`src/rtl/pipe_stage_reg.sv`:
```
// ---------------------------------------------------------------------------
// pipe_stage_reg
//
// One pipeline boundary register. It forwards a payload and valid bit from an
// upstream stage, and it returns a registered multi-cycle context to the
// upstream execution unit while that unit is stalled. It also keeps two
// saturating counters: the current run of non-advancing cycles, and the
// number of bubbles inserted since the last reset or flush.
//
// Each cycle exactly one mode applies, in this priority order:
//   RESET   rst = 1
//   FLUSH   flush = 1
//   ADVANCE stall[STAGE] = 0
//   BUBBLE  stall[STAGE] = 1, stall[STAGE+1] = 0
//   HOLD    stall[STAGE] = 1, stall[STAGE+1] = 1
//
// Ports
//   clk          rising-edge clock
//   rst          synchronous active-high reset
//   stall        per-stage stop vector; only bits STAGE and STAGE+1 are used
//   flush        kill stage contents
//   in_valid     upstream payload valid
//   in_payload   upstream payload
//   ctx_i        multi-cycle context from the upstream execution unit
//   out_valid    registered payload valid
//   out_payload  registered payload
//   ctx_o        registered context returned upstream
//   stall_cycles consecutive non-advancing cycles, saturating
//   bubble_cnt   bubbles inserted since reset/flush, saturating
// ---------------------------------------------------------------------------
module pipe_stage_reg #(
    parameter int                   PAYLOAD_W  = 32,
    parameter logic [PAYLOAD_W-1:0] BUBBLE_VAL = '0,
    parameter int                   CTX_W      = 66,
    parameter int                   STALL_W    = 6,
    parameter int                   STAGE      = 3,
    parameter int                   CNT_W      = 8
) (
    input  logic                 clk,
    input  logic                 rst,
    input  logic [STALL_W-1:0]   stall,
    input  logic                 flush,
    input  logic                 in_valid,
    input  logic [PAYLOAD_W-1:0] in_payload,
    input  logic [CTX_W-1:0]     ctx_i,
    output logic                 out_valid,
    output logic [PAYLOAD_W-1:0] out_payload,
    output logic [CTX_W-1:0]     ctx_o,
    output logic [CNT_W-1:0]     stall_cycles,
    output logic [CNT_W-1:0]     bubble_cnt
);

    // The downstream stall bit must exist in the vector.
    generate
        if (STAGE < 0 || STAGE > STALL_W - 2) begin : g_bad_stage
            $error("pipe_stage_reg: STAGE must be in 0..STALL_W-2");
        end
    endgenerate

    typedef enum logic [2:0] {
        MODE_RESET,
        MODE_FLUSH,
        MODE_ADVANCE,
        MODE_BUBBLE,
        MODE_HOLD
    } mode_t;

    // Counter slots handled by the generate loop below.
    localparam int N_CNT      = 2;
    localparam int CNT_STALL  = 0;
    localparam int CNT_BUBBLE = 1;

    mode_t                      mode;
    logic                       stall_up;
    logic                       stall_dn;

    logic                       valid_reg,   valid_next;
    logic [PAYLOAD_W-1:0]       payload_reg, payload_next;
    logic [CTX_W-1:0]           ctx_reg,     ctx_next;

    logic [N_CNT-1:0]           cnt_clr;
    logic [N_CNT-1:0]           cnt_bump;
    logic [N_CNT-1:0][CNT_W-1:0] cnt_q;

    assign stall_up = stall[STAGE];
    assign stall_dn = stall[STAGE+1];

    // Mode select: one mode per cycle, highest priority first.
    always_comb begin
        mode = MODE_HOLD;
        if (rst)
            mode = MODE_RESET;
        else if (flush)
            mode = MODE_FLUSH;
        else if (!stall_up)
            mode = MODE_ADVANCE;
        else if (!stall_dn)
            mode = MODE_BUBBLE;
        else
            mode = MODE_HOLD;
    end

    // Next-state for payload, valid and context, plus counter controls.
    always_comb begin
        valid_next   = valid_reg;
        payload_next = payload_reg;
        ctx_next     = ctx_reg;
        cnt_clr      = '0;
        cnt_bump     = '0;
        unique case (mode)
            MODE_RESET, MODE_FLUSH: begin
                valid_next   = 1'b0;
                payload_next = BUBBLE_VAL;
                ctx_next     = '0;
                cnt_clr      = '1;
            end
            MODE_ADVANCE: begin
                // Payload loads verbatim even when in_valid is low;
                // consumers qualify it with out_valid.
                valid_next          = in_valid;
                payload_next        = in_payload;
                ctx_next            = '0;
                cnt_clr[CNT_STALL]  = 1'b1;
            end
            MODE_BUBBLE: begin
                valid_next           = 1'b0;
                payload_next         = BUBBLE_VAL;
                ctx_next             = ctx_i;
                cnt_bump[CNT_STALL]  = 1'b1;
                cnt_bump[CNT_BUBBLE] = 1'b1;
            end
            MODE_HOLD: begin
                // Downstream is also stopped: keep the payload in place and
                // only capture the upstream unit's context.
                ctx_next            = ctx_i;
                cnt_bump[CNT_STALL] = 1'b1;
            end
            default: begin
                valid_next   = 1'b0;
                payload_next = BUBBLE_VAL;
                ctx_next     = '0;
                cnt_clr      = '1;
            end
        endcase
    end

    // The mode decode already folds rst in, so the registers just load.
    always_ff @(posedge clk) begin
        valid_reg   <= valid_next;
        payload_reg <= payload_next;
        ctx_reg     <= ctx_next;
    end

    // Saturating counters: clear has priority over increment, and an
    // all-ones value stays put instead of wrapping.
    genvar gi;
    generate
        for (gi = 0; gi < N_CNT; gi++) begin : g_cnt
            logic [CNT_W-1:0] cnt_reg;
            logic [CNT_W-1:0] cnt_next;
            logic [CNT_W-1:0] cnt_inc;

            assign cnt_inc = (&cnt_reg) ? cnt_reg : cnt_reg + CNT_W'(1);

            always_comb begin
                cnt_next = cnt_reg;
                if (cnt_clr[gi])
                    cnt_next = '0;
                else if (cnt_bump[gi])
                    cnt_next = cnt_inc;
            end

            always_ff @(posedge clk) begin
                cnt_reg <= cnt_next;
            end

            assign cnt_q[gi] = cnt_reg;
        end
    endgenerate

    assign out_valid    = valid_reg;
    assign out_payload  = payload_reg;
    assign ctx_o        = ctx_reg;
    assign stall_cycles = cnt_q[CNT_STALL];
    assign bubble_cnt   = cnt_q[CNT_BUBBLE];

endmodule

```
`config.mk`:
```
export PLATFORM = sky130hd
export DESIGN_NAME = pipe_stage_reg
export DESIGN_NICKNAME = d
export VERILOG_FILES = /design/src/rtl/pipe_stage_reg.sv
export SDC_FILE = /design/constraint.sdc
export NUM_CORES = 1
export LEC_CHECK = 0
export CORE_AREA = 2 2 117 119
export CTS_CLUSTER_SIZE = 25
export DETAILED_ROUTE_END_ITERATION = 10
export DIE_AREA = 0 0 119 121
export MAX_ROUTING_LAYER = met4
export PLACE_DENSITY = 0.71
export SLEW_MARGIN = 10
export SYNTH_ARGS = -nofsm -noshare
export SYNTH_HDL_FRONTEND = slang
export SYNTH_SLANG_ARGS = --single-unit
```
`constraint.sdc`:
```
create_clock -name clk -period 2 [get_ports clk]
set_input_delay 0.2 -clock clk [delete_from_list [all_inputs] [get_ports clk]]
set_output_delay 0.2 -clock clk [all_outputs]
set_load 0.02 [all_outputs]
```
---- Word level (Yosys, flattened, before mapping) ----
Index checks and enable logic that the tools add are counted.
Widths: inputs -> output; s select.
word-level totals
  register bits after elaboration ......... 115
  latch bits .............................. 0
  RAM bits ................................ 0
  bits in read-only memories .............. 0
  bits of input ports ..................... 108
  output and inout port bits .............. 115
  logic and storage cells ................. 26
  memories ................................ 0
cells by class
  add/subtract/negate cells ............... 2
  multipliers ............................. 0
  divide/modulo/power cells ............... 0
  magnitude comparators ................... 0
  equality and inequality tests ........... 3
  shifts and indexed selects .............. 0
  multiplexer cells ....................... 8
  bitwise logic cells ..................... 2
  reduce and logical (&&, ||, !) cells .... 6
operator list
  kind                 count
  $pmux 32 s2          1
  $add 8x1->8 const B  2
  $reduce_and 8->1     2
  $mux 3               4
  $eq 3x2->1 const B   2
  $reduce_and 2->1     2
  $eq 3x3->1 const B   1
  $reduce_or 3->1      1
  $mux 1               2
  $not 1->1            2
  $pmux 1 s2           1
  $reduce_or 2->1      1

---- Logic depth before layout (Yosys ltp) ----
  word-level depth ........................ 8
  depth in mapped cells ................... 5
  mapped depth without buffers ............ 4

---- Worst setup path after synthesis ----
No wires, ideal clock.
  path kind ............................... input-to-reg
  from .................................... input rst
  to ...................................... register payload_reg[0], in the netlist out_payload[0] (enable)
  setup time .............................. 0.486 ns
  arrival ................................. 1.233 ns
  data required time ...................... 1.514 ns
  setup slack ............................. 0.282 ns
  stages on the path ...................... 3
  path buffers ............................ 1
  cells stage by stage .................... nor3b_4 > buf_4 > nand2_1
between the ends
  cells in the longest elaborated chain, start to end .. 2
RTL lines
  what                    RTL line  text
  start: declaration      40        input logic rst,
  $mux 3                  91        if (rst)
  $eq 3x3->1              110       unique case (mode)
  end signal: assignment  150       payload_reg <= payload_next;
  end: declaration        78        logic [PAYLOAD_W-1:0] payload_reg, payload_next;
Every way passes these cells.
A chain may end at the register's enable or synchronous reset.

---- Worst setup path in the final report ----
  from .................................... register g_cnt[1].cnt_reg[2], in the netlist bubble_cnt[2]
  to ...................................... output bubble_cnt[2]
RTL lines
  what                      RTL line  text
  start: declaration        159       logic [CNT_W-1:0] cnt_reg;
  start signal: assignment  174       cnt_reg <= cnt_next;
  end: declaration          50        output logic [CNT_W-1:0] bubble_cnt
No word-level cell between the ends.

==> metrics <==
Worst Setup Start Kind=flip-flop; RSZ-0062 raised after global routing=false; setup TNS=0 ns; run status=finished clean; post-CTS setup repair buffer count=0; Seq/Total Area, Yosys=68.3%; GR Overflow Total=0; Setup CP Type=flip-flop to primary output; Initial Util=29.5%; CORE AREA=13,100 um^2; crit path max fanout=11; die height=121 um; diode count=0; half-perimeter wire length after placement=7.80 mm; row cnt=42; VDD IR max=0.420 mV; total die area=14,400 um^2; Hold Crit Class=input pin to flip-flop; top cell family by delay on the critical path=buffers and inverters; syn_area_per_cell=12.8 um^2; clock tree sinks=115; Cell variety after synth=43; largest net degree at the start of global routing=56; clock tree from TritonCTS=yes; ys flop type=dfxtp_1; CTS H-Tree Depth=4; Cell Pwr Density=890 nW/um^2; RD Place Congestion=0.814; final setup violation count=0; fillers=1,099; first-pass iteration count of the detailed router=4; Critical Path RT=1.80 ns; IO buf count=218; Async SR Flop Fraction=0%; f_max=550 MHz; vias in the first global route=2,961; Buf+Inv Stages, Crit Path=1; synthesis-to-layout area growth=78.3%; CTS Hold Bufs=0; Worst Max-Slew Pin Slew=0.552 ns; TritonCTS Buffers=17; via count=3,055; Max-slew headroom=63.1%; initial antenna violation count=0; cells after synthesis=301; worst-case clock skew=0.00526 ns; # IOs=223; Leak Pwr=2.66 nW; synthesized area=3850 um^2; Place WS=0.132 ns; antenna-violating nets left=0; CTS resizes=0; Synth Warn #=0; 1st-iter DRT viols=145; final WL=10.5 mm; Worst Path Arrival=1.62 ns; CTS Buffer Depth=2; share of cells above drive strength 1=8.09%; Syn Nets=411; fin crit period=1.82 ns; die extent in x=119 um; first-pass GRT wire length=16.0 mm; # nets final=641; worst path cell trace=clkdlybuf4s50_1; clock latency at the later pin of the worst-skew pair=0.40 ns; Tcrit/Tclk final=90.9%; CTS root buffer=clkbuf_16; Total GRT Usage=15.0%; final setup margin=0.182 ns; Pins Over Slew Limit=0; number of synthesized flops with an enable pin=33; slowest library cell on the worst path=clkdlybuf4s50_1; DRC=0; clk slew on worst S/H paths=0.06 ns; DR WL/cell=14.6 um; max cap viols=0; Worst setup EP type=primary output; Final Hold Vio Count=0; via density per instance=4.24; crit-path max cell delay=0.70 ns; Seq cells post-synth=115
## metrics by stage
stage / util [%] / std cells / total power (W) / hold WS, ns / cell area [um^2]
after floorplan: - / 301 / 0.00270 / 0.322 / 3850
after global placement: 47.8 / 688 / 0.00306 / 0.475 / 6250
after detailed placement: 47.8 / 688 / 0.00307 / 0.497 / 6250
after CTS: 52.5 / 720 / 0.00620 / 0.328 / 6870
after global routing: 52.5 / 720 / 0.00633 / 0.336 / 6870
final: 52.5 / 720 / 0.00612 / 0.349 / 6870
## per-layer routing
metal / GRT usage [%] / up-vias / wire, um
met3: 4.09 / 21 / 547
met2: 25.9 / 126 / 5640
met5: - / - / 0
met1: 15.6 / 1416 / 4080
met4: 7.96 / 0 / 240
li1: - / 1492 / -
## worst paths after layout
path,start,end,slack (ns),cells after the start
setup / recovery,bubble_cnt[2]$_SDFFE_PN0P_,bubble_cnt[2],0.18,1
hold / removal,ctx_i[6],ctx_o[6]$_SDFF_PN0_,0.35,2
setup reg to reg,stall_cycles[0]$_SDFFE_PN0P_,stall_cycles[3]$_SDFFE_PN0P_,0.46,4
hold reg to reg,bubble_cnt[1]$_SDFFE_PN0P_,bubble_cnt[1]$_SDFFE_PN0P_,0.50,2
## sequential cells by signal, summed over array words and instances, names as in the netlist
name and cells:
bubble_cnt 8, out_valid 1, out_payload 32, stall_cycles 8, ctx_o 66
## placed cells by master, fill, tap and decap left out, types with 2 or more instances in the layout
| master | synthesis | final |
|---|---|---|
| o2111a_1 | 2 | 2 |
| and3_1 | 3 | 3 |
| nor2b_1 | 2 | 2 |
| nand2_1 | 9 | 9 |
| and2_1 | 100 | 100 |
| and4_1 | 3 | 3 |
| or2_1 | 2 | 2 |
| inv_1 | 2 | 2 |
| or3_1 | 2 | 2 |
| a31oi_1 | 4 | 4 |
| ha_1 | 2 | 2 |
| o21bai_1 | 2 | 2 |
| nand3_1 | 3 | 3 |
| edfxtp_1 | 33 | 33 |
| mux2i_1 | 2 | 2 |
| buf_12 | 0 | 2 |
| inv_4 | 0 | 2 |
| nor2_1 | 2 | 2 |
| nor3_1 | 6 | 6 |
| o21ai_2 | 2 | 2 |
| inv_6 | 0 | 2 |
| clkbuf_8 | 0 | 4 |
| buf_4 | 1 | 3 |
| clkinv_2 | 0 | 2 |
| clkbuf_16 | 0 | 18 |
| dfxtp_1 | 82 | 82 |
| a21oi_1 | 5 | 5 |
| clkdlybuf4s50_1 | 0 | 218 |
| bufinv_16 | 0 | 2 |
| a41oi_1 | 3 | 3 |
## power breakdown
group          leakage [nW]  total, W  internal, W  switching, W
clock                 0.309   0.00310      0.00205       0.00106
combinational          1.29  0.000526     0.000330      0.000196
sequential             1.06   0.00249      0.00247     0.0000208
## logic make-up (layout without fill, tap and decap cells)
family,after synthesis,count (layout),share of synthesized area [%]
and+or+nand+nor,140,140,22.7
muxes,2,2,0.519
DFF,115,115,68.3
AOI/OAI and AO/OA,28,28,5.84
buffers and inverters,14,257,1.98
adders and majority gates,2,2,0.649
## synthesized netlist by cell type, drive strengths merged (4+ instances only)
master    n  share of area [%]
clkbuf    8                1.0
and2    100                 16
a21oi     5               0.65
nand2     9               0.88
nor3      6               0.78
buf       4               0.75
a31oi     4               0.65
dfxtp    82                 43
edfxtp   33                 26
## final cells by class
| cell class | instances | area, um^2 | share of cell area (%) |
|---|---|---|---|
| Sequential cell | 115 | 2630 | 38.3 |
| Timing Repair Buffer | 223 | 2240 | 32.7 |
| Multi-Input combinational cell | 172 | 1150 | 16.7 |
| Clock buffer | 22 | 505 | 7.35 |
| Tap cell | 176 | 220 | 3.20 |
| Clock inverter | 10 | 116 | 1.69 |
| Inverter | 2 | 7.51 | 0.109 |
Power figures use the tool's default switching activity.
